### config.mk
export PLATFORM = sky130hd
export DESIGN_NAME = miriscv_lsu_split
export DESIGN_NICKNAME = d
export VERILOG_FILES = /design/src/rtl/miriscv_lsu_pkg.sv /design/src/rtl/miriscv_lsu_align.sv /design/src/rtl/miriscv_lsu_split.sv
export SDC_FILE = /design/constraint.sdc
export NUM_CORES = 1
export LEC_CHECK = 0
export BUFFER_PORTS_ARGS = -buffer_cell sky130_fd_sc_hd__buf_2
export CAP_MARGIN = 20
export CORE_MARGIN = 4
export CORE_UTILIZATION = 45
export CTS_CLUSTER_DIAMETER = 60
export CTS_CLUSTER_SIZE = 20
export DETAILED_ROUTE_END_ITERATION = 12
export PLACE_DENSITY = 0.79
export SYNTH_ARGS = -nofsm -noshare
export SYNTH_HDL_FRONTEND = slang
export SYNTH_SLANG_ARGS = --single-unit
### constraint.sdc
create_clock -name clk_i -period 2.3 [get_ports clk_i]
set_clock_uncertainty 0.15 [all_clocks]
set_input_delay 0.115 -clock clk_i [delete_from_list [all_inputs] [get_ports clk_i]]
set_output_delay 0.115 -clock clk_i [all_outputs]
set_load 0.005 [all_outputs]
### src/rtl/miriscv_lsu_pkg.sv
// Shared types and lane helpers for the handshaking, split-capable load/store unit.
package miriscv_lsu_pkg;

    typedef enum logic [2:0] {
        LDST_B  = 3'd0,
        LDST_H  = 3'd1,
        LDST_W  = 3'd2,
        LDST_BU = 3'd4,
        LDST_HU = 3'd5
    } lsu_size_e;

    typedef enum logic [2:0] {
        IDLE,
        REQ0,
        WAIT0,
        REQ1,
        WAIT1
    } lsu_state_e;

    // Byte enables over two consecutive words: [3:0] first word, [6:4] spill into the next.
    function automatic logic [6:0] lsu_be(input logic [2:0] size, input logic [1:0] off);
        logic [6:0] mask;
        case (size)
            LDST_B, LDST_BU: mask = 7'b0000001;
            LDST_H, LDST_HU: mask = 7'b0000011;
            default:         mask = 7'b0001111;
        endcase
        return mask << off;
    endfunction

    function automatic logic lsu_misaligned(input logic [2:0] size, input logic [1:0] off);
        logic mis;
        case (size)
            LDST_B, LDST_BU: mis = 1'b0;
            LDST_H, LDST_HU: mis = off[0];
            default:         mis = (off != 2'd0);
        endcase
        return mis;
    endfunction

endpackage

### src/rtl/miriscv_lsu_align.sv
// Combinational lane steering: byte enables, store data shifting, load extraction/extension.
module miriscv_lsu_align
    import miriscv_lsu_pkg::*;
(
    input  logic [2:0]  size,
    input  logic [1:0]  off,
    input  logic [31:0] wdata,
    input  logic [31:0] rword0,
    input  logic [31:0] rword1,
    output logic [6:0]  be,
    output logic [31:0] wdata_lo,
    output logic [31:0] wdata_hi,
    output logic [31:0] rdata_ext
);

    logic [4:0]  shamt;
    logic [63:0] wshift;
    logic [31:0] rsel;

    assign shamt    = {off, 3'b000};
    assign be       = lsu_be(size, off);
    assign wshift   = {32'd0, wdata} << shamt;
    assign wdata_lo = wshift[31:0];
    assign wdata_hi = wshift[63:32];
    assign rsel     = 32'({rword1, rword0} >> shamt);

    always_comb begin
        rdata_ext = rsel;
        case (size)
            LDST_B:  rdata_ext = {{24{rsel[7]}}, rsel[7:0]};
            LDST_BU: rdata_ext = {24'd0, rsel[7:0]};
            LDST_H:  rdata_ext = {{16{rsel[15]}}, rsel[15:0]};
            LDST_HU: rdata_ext = {16'd0, rsel[15:0]};
            default: rdata_ext = rsel;
        endcase
    end

endmodule

### src/rtl/miriscv_lsu_split.sv
// Load/store unit on a req/gnt/rvalid bus; misaligned accesses are split in two or trapped.
module miriscv_lsu_split
    import miriscv_lsu_pkg::*;
#(
    parameter bit MISALIGN_SPLIT = 1'b1,
    parameter int MAX_WAIT       = 255
) (
    input  logic        clk_i,
    input  logic        arstn_i,
    input  logic        lsu_req_i,
    input  logic        lsu_we_i,
    input  logic [2:0]  lsu_size_i,
    input  logic [31:0] lsu_addr_i,
    input  logic [31:0] lsu_data_i,
    output logic        lsu_stall_req_o,
    output logic [31:0] lsu_data_o,
    output logic        lsu_misalign_o,
    output logic        lsu_err_o,
    output logic        data_req_o,
    input  logic        data_gnt_i,
    input  logic        data_rvalid_i,
    input  logic        data_err_i,
    output logic        data_we_o,
    output logic [3:0]  data_be_o,
    output logic [31:0] data_addr_o,
    output logic [31:0] data_wdata_o,
    input  logic [31:0] data_rdata_i
);

    localparam int CNT_W = (MAX_WAIT < 2) ? 1 : $clog2(MAX_WAIT);

    lsu_state_e  state_reg;
    logic [2:0]  size_reg;
    logic [1:0]  off_reg;
    logic        we_reg;
    logic [2:0]  be_hi_reg;
    logic [31:0] wdata_hi_reg;
    logic [31:0] rword0_reg;
    logic [CNT_W-1:0] wait_cnt_reg;
    logic        data_req_reg;
    logic        data_we_reg;
    logic [3:0]  data_be_reg;
    logic [31:0] data_addr_reg;
    logic [31:0] data_wdata_reg;

    logic        in_idle, in_req, in_wait;
    logic        trap, stalled, timeout_hit, resp_done, done;
    logic [2:0]  al_size;
    logic [1:0]  al_off;
    logic [31:0] al_rword0;
    logic [6:0]  al_be;
    logic [31:0] al_wdata_lo, al_wdata_hi, al_rdata;

    assign in_idle = (state_reg == IDLE);
    assign in_req  = (state_reg == REQ0)  || (state_reg == REQ1);
    assign in_wait = (state_reg == WAIT0) || (state_reg == WAIT1);

    // The aligner sees the live request while idle and the latched one afterwards.
    assign al_size   = in_idle ? lsu_size_i : size_reg;
    assign al_off    = in_idle ? lsu_addr_i[1:0] : off_reg;
    assign al_rword0 = (state_reg == WAIT0) ? data_rdata_i : rword0_reg;

    miriscv_lsu_align u_align (
        .size      (al_size),
        .off       (al_off),
        .wdata     (lsu_data_i),
        .rword0    (al_rword0),
        .rword1    (data_rdata_i),
        .be        (al_be),
        .wdata_lo  (al_wdata_lo),
        .wdata_hi  (al_wdata_hi),
        .rdata_ext (al_rdata)
    );

    assign trap        = in_idle && lsu_req_i && !MISALIGN_SPLIT
                         && lsu_misaligned(lsu_size_i, lsu_addr_i[1:0]);
    assign stalled     = (in_req && !data_gnt_i) || (in_wait && !data_rvalid_i);
    assign timeout_hit = (MAX_WAIT != 0) && stalled
                         && (wait_cnt_reg == CNT_W'(MAX_WAIT - 1));
    assign resp_done   = data_rvalid_i && ((state_reg == WAIT1) ||
                         ((state_reg == WAIT0) && ((be_hi_reg == 3'd0) || data_err_i)));
    assign done        = trap || resp_done || timeout_hit;

    assign lsu_stall_req_o = lsu_req_i & ~done;
    assign lsu_misalign_o  = trap;
    assign lsu_err_o       = timeout_hit || (in_wait && data_rvalid_i && data_err_i);
    assign lsu_data_o      = (resp_done && !we_reg) ? al_rdata : 32'd0;

    assign data_req_o   = data_req_reg;
    assign data_we_o    = data_we_reg;
    assign data_be_o    = data_be_reg;
    assign data_addr_o  = data_addr_reg;
    assign data_wdata_o = data_wdata_reg;

    always_ff @(posedge clk_i or negedge arstn_i) begin
        if (!arstn_i) begin
            state_reg      <= IDLE;
            size_reg       <= 3'd0;
            off_reg        <= 2'd0;
            we_reg         <= 1'b0;
            be_hi_reg      <= 3'd0;
            wdata_hi_reg   <= 32'd0;
            rword0_reg     <= 32'd0;
            wait_cnt_reg   <= '0;
            data_req_reg   <= 1'b0;
            data_we_reg    <= 1'b0;
            data_be_reg    <= 4'd0;
            data_addr_reg  <= 32'd0;
            data_wdata_reg <= 32'd0;
        end else begin
            wait_cnt_reg <= (stalled && !timeout_hit) ? wait_cnt_reg + 1'b1 : '0;
            case (state_reg)
                IDLE: begin
                    if (lsu_req_i && !trap) begin
                        size_reg       <= lsu_size_i;
                        off_reg        <= lsu_addr_i[1:0];
                        we_reg         <= lsu_we_i;
                        be_hi_reg      <= al_be[6:4];
                        wdata_hi_reg   <= al_wdata_hi;
                        data_req_reg   <= 1'b1;
                        data_we_reg    <= lsu_we_i;
                        data_be_reg    <= al_be[3:0];
                        data_addr_reg  <= {lsu_addr_i[31:2], 2'b00};
                        data_wdata_reg <= al_wdata_lo;
                        state_reg      <= REQ0;
                    end
                end
                REQ0, REQ1: begin
                    if (data_gnt_i) begin
                        data_req_reg <= 1'b0;
                        state_reg    <= (state_reg == REQ0) ? WAIT0 : WAIT1;
                    end else if (timeout_hit) begin
                        data_req_reg <= 1'b0;
                        state_reg    <= IDLE;
                    end
                end
                WAIT0: begin
                    if (data_rvalid_i) begin
                        rword0_reg <= data_rdata_i;
                        if (be_hi_reg != 3'd0 && !data_err_i) begin
                            data_req_reg   <= 1'b1;
                            data_addr_reg  <= data_addr_reg + 32'd4;
                            data_be_reg    <= {1'b0, be_hi_reg};
                            data_wdata_reg <= wdata_hi_reg;
                            state_reg      <= REQ1;
                        end else begin
                            state_reg <= IDLE;
                        end
                    end else if (timeout_hit) begin
                        state_reg <= IDLE;
                    end
                end
                WAIT1: begin
                    if (data_rvalid_i || timeout_hit) begin
                        state_reg <= IDLE;
                    end
                end
                default: state_reg <= IDLE;
            endcase
        end
    end

    // The core must hold its request for the whole transaction.
    assert property (@(posedge clk_i) disable iff (!arstn_i) !in_idle |-> lsu_req_i);

endmodule

==> impl_metrics.sql, run 1 <==
INSERT INTO impl_metrics (metric_group, metric, value, unit) VALUES
('status', 'run_status', 'complete, but fails checks', ''),
('placed_design', 'io_buffers', '207', ''),
('route', 'wl', '42.65', 'mm'),
('timing', 'finalCriticalPeriod', '3.124', 'ns'),
('timing', 'timing_worst_slew_pin_value', '0.5629', 'ns'),
('timing', 'hold_violation_count_in_the_final_report', '0', ''),
('cts', 'clk_pin_slew', '0.06', 'ns'),
('final_layout', 'total_nets_final', '1502', ''),
('global_routing', 'grt_use_met1', '39.80', '%'),
('floorplan', 'fp.dieArea', '0.02209', 'mm²'),
('floorplan', 'initial_core_util', '45.73', '%'),
('timing', 'finalWorstSetupSlack', '-0.8242', 'ns'),
('logic_synthesis', 'synth_top_cell_by_area', 'dfrtp_1', ''),
('timing', 'timing_max_transition_violations_final', '0', ''),
('setup_path', 'end_kind', 'output pin', ''),
('logic_synthesis', 'netlist_area', '0.008900', 'mm²'),
('route', 'detailedRoute.firstIterationViolations', '1640', ''),
('logic_synthesis', 'synth_ff_type', 'dfrtp_1', ''),
('final_layout', 'layout.filler_cells', '1144', ''),
('setup_path', 'arrival', '2.86', 'ns'),
('power_and_ir_drop', 'power.ir.vdd_worst', '955.8', 'µV'),
('timing', 'report.final.setup_viol', '95', ''),
('logic_synthesis', 'postSynthRegisterBits', '143', ''),
('placed_design', 'pre_cts_slack', '-0.3054', 'ns'),
('global_routing', 'grt_start_max_net_pins', '56', ''),
('logic_synthesis', 'post_synth_main_area_contributors', 'dfrtp_1, mux2_2, o21ai_0, nand2_1, nand3_1', ''),
('route', 'antenna_violating_nets_left', '0', ''),
('global_routing', 'grt_pass1_wl', '56.84', 'mm'),
('global_routing', 'met2_usage', '52.78', '%'),
('floorplan', 'num_rows', '51', ''),
('logic_synthesis', 'yosys_warnings', '0', ''),
('final_layout', 'layout-drive-gt1-share', '46.33', '%'),
('logic_synthesis', 'average_cell_area_after_synthesis', '9.147', 'µm²'),
('placed_design', 'placed_area', '0.01094', 'mm²'),
('power_and_ir_drop', 'overall_power_consumption', '21.84', 'mW'),
('route', 'vias_after_detailed_routing', '11090', ''),
('power_and_ir_drop', 'power-per-cell-area', '1494', 'mW/mm²'),
('setup_path', 'critical_path.startpoint_type', 'register', ''),
('timing', 'tns', '-44.15', 'ns'),
('cts', 'cts-buffers-inserted', '17', ''),
('logic_synthesis', 'post_synth_most_frequent_cells', 'dfrtp_1, nand2_1, o21ai_0, nand3_1, a21oi_1', ''),
('final_layout', 'syn2layout_area_growth', '64.26', '%'),
('min_path', 'hold_path.class', 'in -> reg', ''),
('status', 'violated_checks', 'negative setup slack', ''),
('global_routing', 'grt.met3_usage', '7.465', '%'),
('cts', 'clock_sinks', '143', ''),
('timing', 'final_min_period_over_clock_period', '135.8', '%'),
('global_routing', 'antenna_found_initial', '0', ''),
('placed_design', 'placedCellCount', '1471', ''),
('placed_design', 'gp_routability_congestion', '1.023', ''),
('timing', 'relSlewSlack', '62.47', '%'),
('global_routing', 'grt_pass1_vias', '10230', ''),
('cts', 'worst_skew_pair.late_latency', '0.44', 'ns'),
('logic_synthesis', 'post_synth_inst_count', '973', ''),
('route', 'detail_route.drc_violations', '0', ''),
('logic_synthesis', 'ys_types', '72', ''),
('cts', 'cts_tree', 'done', ''),
('global_routing', 'top_usage_layer', 'met2', ''),
('route', 'drt-pass1-iter-count', '6', ''),
('logic_synthesis', 'synth_async_sr_flop_share', '100.0', '%'),
('cts', 'cts_max_level', '4', ''),
('setup_path', 'regToRegSetupSlack', '-0.61', 'ns'),
('cts', 'clock-root-buffer', 'clkbuf_16', ''),
('setup_path', 'required', '2.04', 'ns'),
('timing', 'fmax', '0.3201', 'GHz'),
('floorplan', 'floorplan.die.width', '148.6', 'µm'),
('route', 'route.detailed.wl_per_inst', '25.54', 'µm'),
('floorplan', 'die-height', '148.6', 'µm'),
('global_routing', 'gr-total-overflow', '0', ''),
('placed_design', 'dpl.hpwl', '23.26', 'mm'),
('timing', 'hold_slack', '0.04139', 'ns');
-- metal layers --
metal | wire length (µm) | up-vias
met5 | 0 | -
met4 | 3512 | 0
met1 | 14820 | 5257
met2 | 19570 | 981
li1 | - | 4524
met3 | 4746 | 329
-- worst max-delay path: stages (launching register included) --
cell and delay (ns):
dfrtp_1 0.41, buf_6 0.16, buf_6 0.12, nor4b_4 0.32
buf_4 0.20, nor2_4 0.05, buf_12 0.14, mux4_2 0.40
o211ai_1 0.37, nand3_1 0.11, buf_2 0.15
-- cell usage in the layout, fill, tap and decap left out, types with 20 or more instances in the layout --
cell,count
a21oi_2,20
dfrtp_1,140
nand2_1,105
o21ai_1,34
mux2_2,41
dlygate4sd3_1,102
o21ai_0,35
a21oi_1,40
buf_6,63
nand3_1,61
clkbuf_16,20
buf_12,20
buf_4,86
buf_2,203
nor2_1,51
-- logic make-up (layout without fill, tap and decap cells) --
logic type               Yosys count  count (layout)  synth area share (%)
adder cells (fa/ha/maj)            3               3                0.4218
buffers and inverters             97             527                 4.935
other                              1               3               0.04214
multiplexers                      85              85                 11.44
AND/OR/NAND/NOR                  329             329                 18.14
AO/OA/AOI/OAI                    307             307                 24.03
XOR/XNOR                           8               8                0.7873
flip-flops                       143             143                 40.21
-- power by group --
group / switching (mW) / internal, mW / leakage [nW]
clock network: 1.14 / 1.63 / 0.268
logic: 7.45 / 6.74 / 4.45
registers: 1.23 / 3.66 / 1.76
total: 9.82 / 12.0 / 6.48
-- final cells by class --
cell class | instances | area [µm²] | area share (%)
multi-input combinational | 735 | 6066 | 41.49
timing repair buffer | 488 | 4045 | 27.67
sequential | 143 | 3582 | 24.50
clock buffer | 23 | 457.9 | 3.132
tap | 265 | 331.6 | 2.268
clock inverter | 8 | 106.4 | 0.7275
inverter | 8 | 30.03 | 0.2054
-- timing repair --
item | CTS | global route
endpoints found under the hold margin | 260 | 0
endpoints found under the setup margin | 108 | 103
gates resized for setup | 175 | 186
gates cloned | 3 | 4
pin swaps | 44 | 71
hold buffers | 102 | 0
setup buffers | 22 | 46
-- path summary, 6_finish.rpt --
path / start / endpoint / depth (start not counted)
max: state_reg[0]$_DFFE_PN0P_ / lsu_data_o[22] / 10
min: lsu_data_i[12] / data_wdata_o[28]$_DFFE_PN0P_ / 4
max reg2reg: state_reg[0]$_DFFE_PN0P_ / wdata_hi_reg[3]$_DFFE_PN0P_ / 13
min reg2reg: data_wdata_o[12]$_DFFE_PN0P_ / data_wdata_o[12]$_DFFE_PN0P_ / 2
max in group asynchronous: arstn_i / data_wdata_o[26]$_DFFE_PN0P_ / 3
min in group asynchronous: arstn_i / data_addr_o[13]$_DFFE_PN0P_ / 2
No activity file was read; power rests on OpenSTA's default activity.
==> run 2, diff against run 1 <==
--- a/config.mk
+++ b/config.mk
@@ -5,6 +5,7 @@
 export SDC_FILE = /design/constraint.sdc
 export NUM_CORES = 1
 export LEC_CHECK = 0
+export ABC_AREA = 1
 export BUFFER_PORTS_ARGS = -buffer_cell sky130_fd_sc_hd__buf_2
 export CAP_MARGIN = 20
 export CORE_MARGIN = 4
==> impl_metrics.sql, run 2 <==
INSERT INTO impl_metrics (metric_group, metric, value, unit) VALUES
('setup_path', 'regToRegEndpoint', 'data_wdata_o[3]$_DFFE_PN0P_', ''),
('timing', 'fmax', '0.3826', 'GHz'),
('floorplan', 'floorplan.die.width', '151.7', 'µm'),
('cts', 'clock-root-buffer', 'clkbuf_16', ''),
('timing', 'hold_slack', '0.04522', 'ns'),
('logic_synthesis', 'synth_top_family_by_area', 'simple AND/OR/NAND/NOR gates', ''),
('floorplan', 'die-height', '151.7', 'µm'),
('logic_synthesis', 'synth-seq-area-share', '38.52', '%'),
('global_routing', 'grt_start_max_net_pins', '55', ''),
('floorplan', 'fp.dieArea', '0.02301', 'mm²'),
('setup_path', 'reg2reg_from', 'state_reg[2]$_DFFE_PN0P_', ''),
('floorplan', 'ioPinCount', '211', ''),
('placed_design', 'pre_cts_slack', '0.01694', 'ns'),
('final_layout', 'layout-drive-gt1-share', '27.82', '%'),
('logic_synthesis', 'synth_ff_type', 'dfrtp_1', ''),
('final_layout', 'layout_common_cells', 'nand2_1, buf_2, dfrtp_1', ''),
('timing', 'final_min_period_over_clock_period', '113.6', '%'),
('route', 'wl', '34.79', 'mm'),
('setup_path', 'critPathLaunch', 'state_reg[2]$_DFFE_PN0P_', ''),
('cts', 'worst_skew_pair.late_latency', '0.42', 'ns'),
('status', 'violated_checks', 'negative setup slack', ''),
('placed_design', 'dpl.hpwl', '21.31', 'mm'),
('setup_path', 'required', '2.04', 'ns'),
('logic_synthesis', 'synth.top_cell.area_share', '38.52', '%'),
('logic_synthesis', 'synth_area_in_compound_gates', '13.98', '%'),
('final_layout', 'syn2layout_area_growth', '45.56', '%'),
('power_and_ir_drop', 'overall_power_consumption', '20.42', 'mW'),
('placed_design', 'io_buffers', '207', ''),
('timing', 'finalWorstSetupSlack', '-0.3135', 'ns'),
('logic_synthesis', 'synth_async_sr_flop_share', '100.0', '%'),
('setup_path', 'arrival', '2.35', 'ns'),
('route', 'detailedRoute.firstIterationViolations', '1127', ''),
('floorplan', 'initial_core_util', '45.77', '%'),
('timing', 'relSlewSlack', '60.54', '%'),
('cts', 'cts-root-to-sink-buffers', '2', ''),
('route', 'vias_after_detailed_routing', '11150', ''),
('setup_path', 'cp.buffers_inverters', '5', ''),
('logic_synthesis', 'synth_top_cell_by_area', 'dfrtp_1', ''),
('setup_path', 'max_stage_delay', '0.44', 'ns'),
('floorplan', 'floorplan.core_area', '0.02030', 'mm²'),
('logic_synthesis', 'synth.most_common_cell', 'nand2_1', ''),
('floorplan', 'num_rows', '52', ''),
('cts', 'cts_tree', 'done', ''),
('setup_path', 'setup.worst_path.class', 'reg -> out', ''),
('power_and_ir_drop', 'power.ir.vdd_worst', '798.2', 'µV'),
('logic_synthesis', 'area_share_of_fa_ha_maj_cells_after_synthesis', '0.4040', '%'),
('power_and_ir_drop', 'power-per-cell-area', '1510', 'mW/mm²'),
('cts', 'cts_max_level', '4', ''),
('timing', 'setup_repair_after_global_routing_missed_its_margin', 'true', ''),
('timing', 'timing_max_transition_violations_final', '0', ''),
('logic_synthesis', 'ys_types', '46', ''),
('power_and_ir_drop', 'share_clk_of_total_power', '13.5', '%'),
('logic_synthesis', 'synth-edff-count', '0', ''),
('placed_design', 'gp_routability_congestion', '0.9631', ''),
('setup_path', 'critical_path.startpoint_type', 'register', ''),
('logic_synthesis', 'post_synth_and_or_nand_nor_area_fraction', '34.46', '%'),
('flow_run', 'max_cap_violations', '0', ''),
('power_and_ir_drop', 'p_seq_share', '21.9', '%'),
('global_routing', 'grtUsageTotal', '28.58', '%'),
('timing', 'finalCriticalPeriod', '2.614', 'ns'),
('logic_synthesis', 'netlist_area', '0.009290', 'mm²'),
('final_layout', 'mostFrequentLayoutCell', 'nand2_1', ''),
('global_routing', 'grt_pass1_wl', '52.36', 'mm'),
('logic_synthesis', 'average_cell_area_after_synthesis', '6.841', 'µm²'),
('logic_synthesis', 'post_synth_inst_count', '1358', ''),
('timing', 'timing_worst_slew_pin_value', '0.5913', 'ns'),
('power_and_ir_drop', 'p_leak', '6.714', 'nW'),
('placed_design', 'placedCellCount', '1804', ''),
('logic_synthesis', 'post_synthesis_mux_area_share', '1.939', '%'),
('setup_path', 'timing.critical_path.max_delay_family', 'buffers and inverters', ''),
('logic_synthesis', 'post_synth_most_frequent_cells', 'nand2_1, dfrtp_1, nand3_1, inv_1, o21ai_0', ''),
('route', 'detail_route.drc_violations', '0', ''),
('final_layout', 'finish.cell_count_without_fillers', '1989', ''),
('setup_path', 'end_kind', 'output pin', ''),
('setup_path', 'regToRegSetupSlack', '-0.04', 'ns'),
('setup_path', 'path_cells', 'nor2_4 > buf_12 > nand2_8 > inv_8 > nand2_4 > a21oi_4 > nand2_4 > buf_4 > buf_4 > a21oi_4 > buf_2', ''),
('setup_path', 'reg2reg_depth', '12', ''),
('status', 'run_status', 'complete, but fails checks', ''),
('timing', 'hold_violation_count_in_the_final_report', '0', ''),
('route', 'detail_route.vias_per_cell', '5.604', ''),
('global_routing', 'gr-total-overflow', '0', ''),
('power_and_ir_drop', 'power_frac_comb', '64.6', '%'),
('final_layout', 'total_nets_final', '1814', ''),
('power_and_ir_drop', 'power.switching_fraction', '49.31', '%'),
('cts', 'cts-buffers-inserted', '17', ''),
('cts', 'clock_sinks', '143', ''),
('power_and_ir_drop', 'power.internal', '10.35', 'mW'),
('cts', 'clk_pin_slew', '0.07', 'ns'),
('route', 'route.detailed.wl_per_inst', '17.49', 'µm'),
('global_routing', 'grt_pass1_vias', '10530', ''),
('logic_synthesis', 'yosys_warnings', '0', ''),
('logic_synthesis', 'postSynthRegisterBits', '143', ''),
('logic_synthesis', 'post_synth_main_area_contributors', 'dfrtp_1, nand2_1, nand3_1, o21ai_0, inv_1', ''),
('global_routing', 'antenna_found_initial', '1', ''),
('setup_path', 'critical_path_peak_fanout', '8', ''),
('logic_synthesis', 'post_synth_xor_area_fraction', '1.226', '%'),
('route', 'antenna_violating_nets_left', '0', ''),
('route', 'drt-pass1-iter-count', '8', ''),
('setup_path', 'timing.critical_path.slowest_stage_cell', 'dfrtp_2', ''),
('power_and_ir_drop', 'power.net_switching', '10.07', 'mW'),
('min_path', 'hold_path.class', 'in -> async', ''),
('timing', 'report.final.setup_viol', '38', '');
[run 2: cell count changes in the layout (fill, tap and decap cells not counted), sizes merged, moves of 38 or more]
cell / change
buf: -94
inv: +119
mux2: -38
nor2: +44
nand2: +368
nand3: +62
[run 2: power by group through the flow]
stage | Clock [mW] | Sequential (mW) | Combinational, mW
after CTS | 2.78 | 4.45 | 11.5
final | 2.75 | 4.48 | 13.2
after detailed placement | 0 | 4.47 | 9.85
after floorplan | 0 | 4.33 | 6.91
after global routing | 2.89 | 4.61 | 14.3
after global placement | 0 | 4.44 | 9.67
[run 2: cells by family (layout without fill, tap and decap cells)]
group                    Yosys count  after routing
adder cells (fa/ha/maj)            3              3
XOR/XNOR                          13             13
AND/OR/NAND/NOR                  749            751
AO/OA/AOI/OAI                    234            234
buffers and inverters            199            555
other                              1              4
flip-flops                       143            143
multiplexers                      16             16
[run 2: cell type report]
class                   instances  area (µm²)
fillers                      1616        6777
multi-input cells            1020        5406
flip-flops and latches        143        3581
repair buffers                397        3114
inverters                     125       494.2
clock buffers                  20       456.7
well taps                     270       337.8
clock inverters                12       122.6
repair inverters                1       7.507
diodes                          1       2.502
[run 2: worst max path at each step]
stage	cells past startpoint	endpoint
2_1_floorplan	11	lsu_data_o[21]
3_3_place_gp	11	lsu_data_o[8]
3_5_place_dp	10	lsu_data_o[29]
4_1_cts	12	lsu_data_o[23]
5_1_grt	11	lsu_data_o[23]
6_report	11	lsu_data_o[15]
[run 2: metal layers]
metal	GRT usage, %	vias to the layer above	part of all wire, %
li1	-	5107	-
met1	36.43	5156	37
met2	48.07	749	48
met3	5.116	135	10
met4	11.68	0	4.2
met5	0	-	0
[run 2: repair_timing]
action | 4_1_cts | 5_1_grt
hold buffers | 102 | 0
pin swaps | 9 | 24
setup endpoints to repair | 35 | 73
endpoints found under the hold margin | 260 | 0
buffers inserted | 21 | 18
cloned | 5 | 7
resized for setup | 96 | 79
[run 2: stage by stage]
step	TNS, ns	instance area [µm²]	util (%)
3_3_place_gp	0	10690	52.67
6_report	-8.632	13520	66.62
4_1_cts	-5.685	12950	63.80
2_1_floorplan	0	9298	-
3_5_place_dp	0	10690	52.67
5_1_grt	-13.07	13520	66.62
==> run 3, diff against run 2 <==
--- a/config.mk
+++ b/config.mk
@@ -9,11 +9,11 @@
 export BUFFER_PORTS_ARGS = -buffer_cell sky130_fd_sc_hd__buf_2
 export CAP_MARGIN = 20
 export CORE_MARGIN = 4
-export CORE_UTILIZATION = 45
+export CORE_UTILIZATION = 50
 export CTS_CLUSTER_DIAMETER = 60
 export CTS_CLUSTER_SIZE = 20
 export DETAILED_ROUTE_END_ITERATION = 12
-export PLACE_DENSITY = 0.79
+export PLACE_DENSITY = 0.86
 export SYNTH_ARGS = -nofsm -noshare
 export SYNTH_HDL_FRONTEND = slang
 export SYNTH_SLANG_ARGS = --single-unit
==> impl_metrics.sql, run 3 (synthesized netlist as in run 2, its figures left out) <==
INSERT INTO impl_metrics (metric_group, metric, value, unit) VALUES
('timing', 'report.final.setup_viol', '34', ''),
('status', 'violated_checks', 'negative setup slack', ''),
('timing', 'timing_worst_slew_pin_value', '0.5570', 'ns'),
('cts', 'cts-root-to-sink-buffers', '2', ''),
('placed_design', 'pre_cts_slack', '-0.1277', 'ns'),
('cts', 'cts-buffers-inserted', '17', ''),
('global_routing', 'antenna_found_initial', '1', ''),
('global_routing', 'grt_start_max_net_pins', '55', ''),
('cts', 'clock-root-buffer', 'clkbuf_16', ''),
('placed_design', 'gp_routability_congestion', '0.9784', ''),
('timing', 'final_min_period_over_clock_period', '117.2', '%'),
('route', 'detail_route.vias_per_cell', '5.800', ''),
('setup_path', 'critical_path.startpoint_type', 'register', ''),
('placed_design', 'dpl.hpwl', '21.15', 'mm'),
('route', 'route.detailed.wl_per_inst', '18.73', 'µm'),
('min_path', 'hold_path.class', 'in -> async', ''),
('setup_path', 'reg2reg_from', 'state_reg[0]$_DFFE_PN0P_', ''),
('power_and_ir_drop', 'power.ir.vdd_worst', '1067', 'µV'),
('global_routing', 'gr-total-overflow', '0', ''),
('global_routing', 'grt_pass1_vias', '10850', ''),
('final_layout', 'layout-drive-gt1-share', '28.29', '%'),
('setup_path', 'regToRegEndpoint', 'data_wdata_o[20]$_DFFE_PN0P_', ''),
('placed_design', 'io_buffers', '207', ''),
('setup_path', 'reg2reg_depth', '13', ''),
('setup_path', 'end_kind', 'output pin', ''),
('floorplan', 'num_rows', '49', ''),
('cts', 'cts_max_level', '4', ''),
('setup_path', 'required', '2.04', 'ns'),
('timing', 'relSlewSlack', '62.62', '%'),
('placed_design', 'placedCellCount', '1765', ''),
('power_and_ir_drop', 'power-per-cell-area', '1583', 'mW/mm²'),
('final_layout', 'total_nets_final', '1816', ''),
('timing', 'finalCriticalPeriod', '2.695', 'ns'),
('global_routing', 'grt_pass1_wl', '53.87', 'mm'),
('flow_run', 'max_cap_violations', '0', ''),
('floorplan', 'fp.dieArea', '0.02083', 'mm²'),
('setup_path', 'setup.worst_path.class', 'reg -> out', ''),
('route', 'detail_route.drc_violations', '0', ''),
('cts', 'worst_skew_pair.late_latency', '0.43', 'ns'),
('final_layout', 'mostFrequentLayoutCell', 'nand2_1', ''),
('route', 'drt-pass1-iter-count', '6', ''),
('cts', 'clock_sinks', '143', ''),
('timing', 'hold_violation_count_in_the_final_report', '0', ''),
('floorplan', 'ioPinCount', '211', ''),
('timing', 'setup_repair_after_global_routing_missed_its_margin', 'true', ''),
('final_layout', 'syn2layout_area_growth', '46.37', '%'),
('status', 'run_status', 'complete, but fails checks', ''),
('final_layout', 'finish.cell_count_without_fillers', '1948', ''),
('floorplan', 'floorplan.core_area', '0.01815', 'mm²'),
('floorplan', 'die-height', '144.3', 'µm'),
('route', 'vias_after_detailed_routing', '11300', ''),
('setup_path', 'regToRegSetupSlack', '0', 'ns'),
('cts', 'clk_pin_slew', '0.06', 'ns'),
('floorplan', 'initial_core_util', '51.19', '%'),
('setup_path', 'critical_path_peak_fanout', '13', ''),
('timing', 'finalWorstSetupSlack', '-0.3950', 'ns'),
('route', 'detailedRoute.firstIterationViolations', '1391', ''),
('timing', 'timing_max_transition_violations_final', '0', ''),
('floorplan', 'floorplan.die.width', '144.3', 'µm'),
('setup_path', 'critPathLaunch', 'state_reg[0]$_DFFE_PN0P_', ''),
('placed_design', 'placed_area', '0.01068', 'mm²'),
('route', 'wl', '36.48', 'mm'),
('cts', 'cts_tree', 'done', ''),
('route', 'antenna_violating_nets_left', '0', ''),
('final_layout', 'finish.instance_area', '0.01360', 'mm²'),
('power_and_ir_drop', 'p_leak', '6.797', 'nW'),
('final_layout', 'layout.filler_cells', '1254', ''),
('final_layout', 'layout_common_cells', 'nand2_1, buf_2, dfrtp_1', ''),
('global_routing', 'grtUsageTotal', '32.57', '%'),
('timing', 'fmax', '0.3711', 'GHz'),
('setup_path', 'arrival', '2.43', 'ns');
[run 3: cell type report]
cell class	count	area [µm²]	area share, %
Sequential cell	143	3580	26.33
Inverter	125	494.2	3.635
Clock buffer	21	480.5	3.533
Antenna cell	1	2.502	0.01840
Clock inverter	9	181.4	1.334
Multi-Input combinational cell	1021	5375	39.53
Tap cell	229	286.5	2.107
Timing Repair Buffer	399	3198	23.52
[run 3: worst max-delay path by stage]
stage / endpoint / slack, ns / cells after the start
4_1_cts: lsu_data_o[18] / -0.28 / 15
3_3_place_gp: lsu_data_o[25] / -0.02 / 10
3_5_place_dp: lsu_data_o[24] / -0.13 / 10
6_report: lsu_data_o[17] / -0.40 / 12
2_1_floorplan: lsu_data_o[21] / 0.40 / 11
5_1_grt: lsu_data_o[15] / -0.48 / 13
[run 3: metrics by stage]
stage	setup TNS (ns)	hold WS, ns	power (mW)	util [%]
after floorplan	0	-0.3306	11.24	-
after global placement	-0.1816	-0.03861	14.34	58.85
after detailed placement	-1.446	-0.03759	14.54	58.85
after CTS	-7.510	0.06301	19.51	71.76
after global routing	-14.40	0.1175	22.77	74.93
final	-10.66	0.07262	21.52	74.93
[run 3: report_power, final]
part	switching (mW)	internal [mW]
sequential	0.872	3.64
clock	1.11	2.03
combinational	8.37	5.49
total	10.4	11.2
[run 3: worst max-delay path, cell delays in order, from the launching register on]
cell and delay [ns]:
dfrtp_1 0.41, nor2_4 0.23, buf_6 0.17, nand2_8 0.07, inv_8 0.06, nand2_4 0.07
a21oi_4 0.24, buf_12 0.16, nand2_8 0.11, a21oi_1 0.25, nand2_2 0.07, inv_2 0.04
buf_2 0.09
[run 3: metal layers]
layer  global-route usage (%)  routed length, µm
met1                    39.78              13230
met3                    6.415               3817
met4                    18.21               1894
met2                    53.96              17530
met5                        0                  0
[run 3: timing repair]
| action | in CTS | in global routing |
|---|---|---|
| endpoints found under the setup margin | 34 | 80 |
| cloned | 7 | 7 |
| resized for setup | 70 | 111 |
| pin swaps | 24 | 36 |
| endpoints found under the hold margin | 231 | 0 |
| buffers inserted | 30 | 13 |
| hold buffers | 102 | 0 |
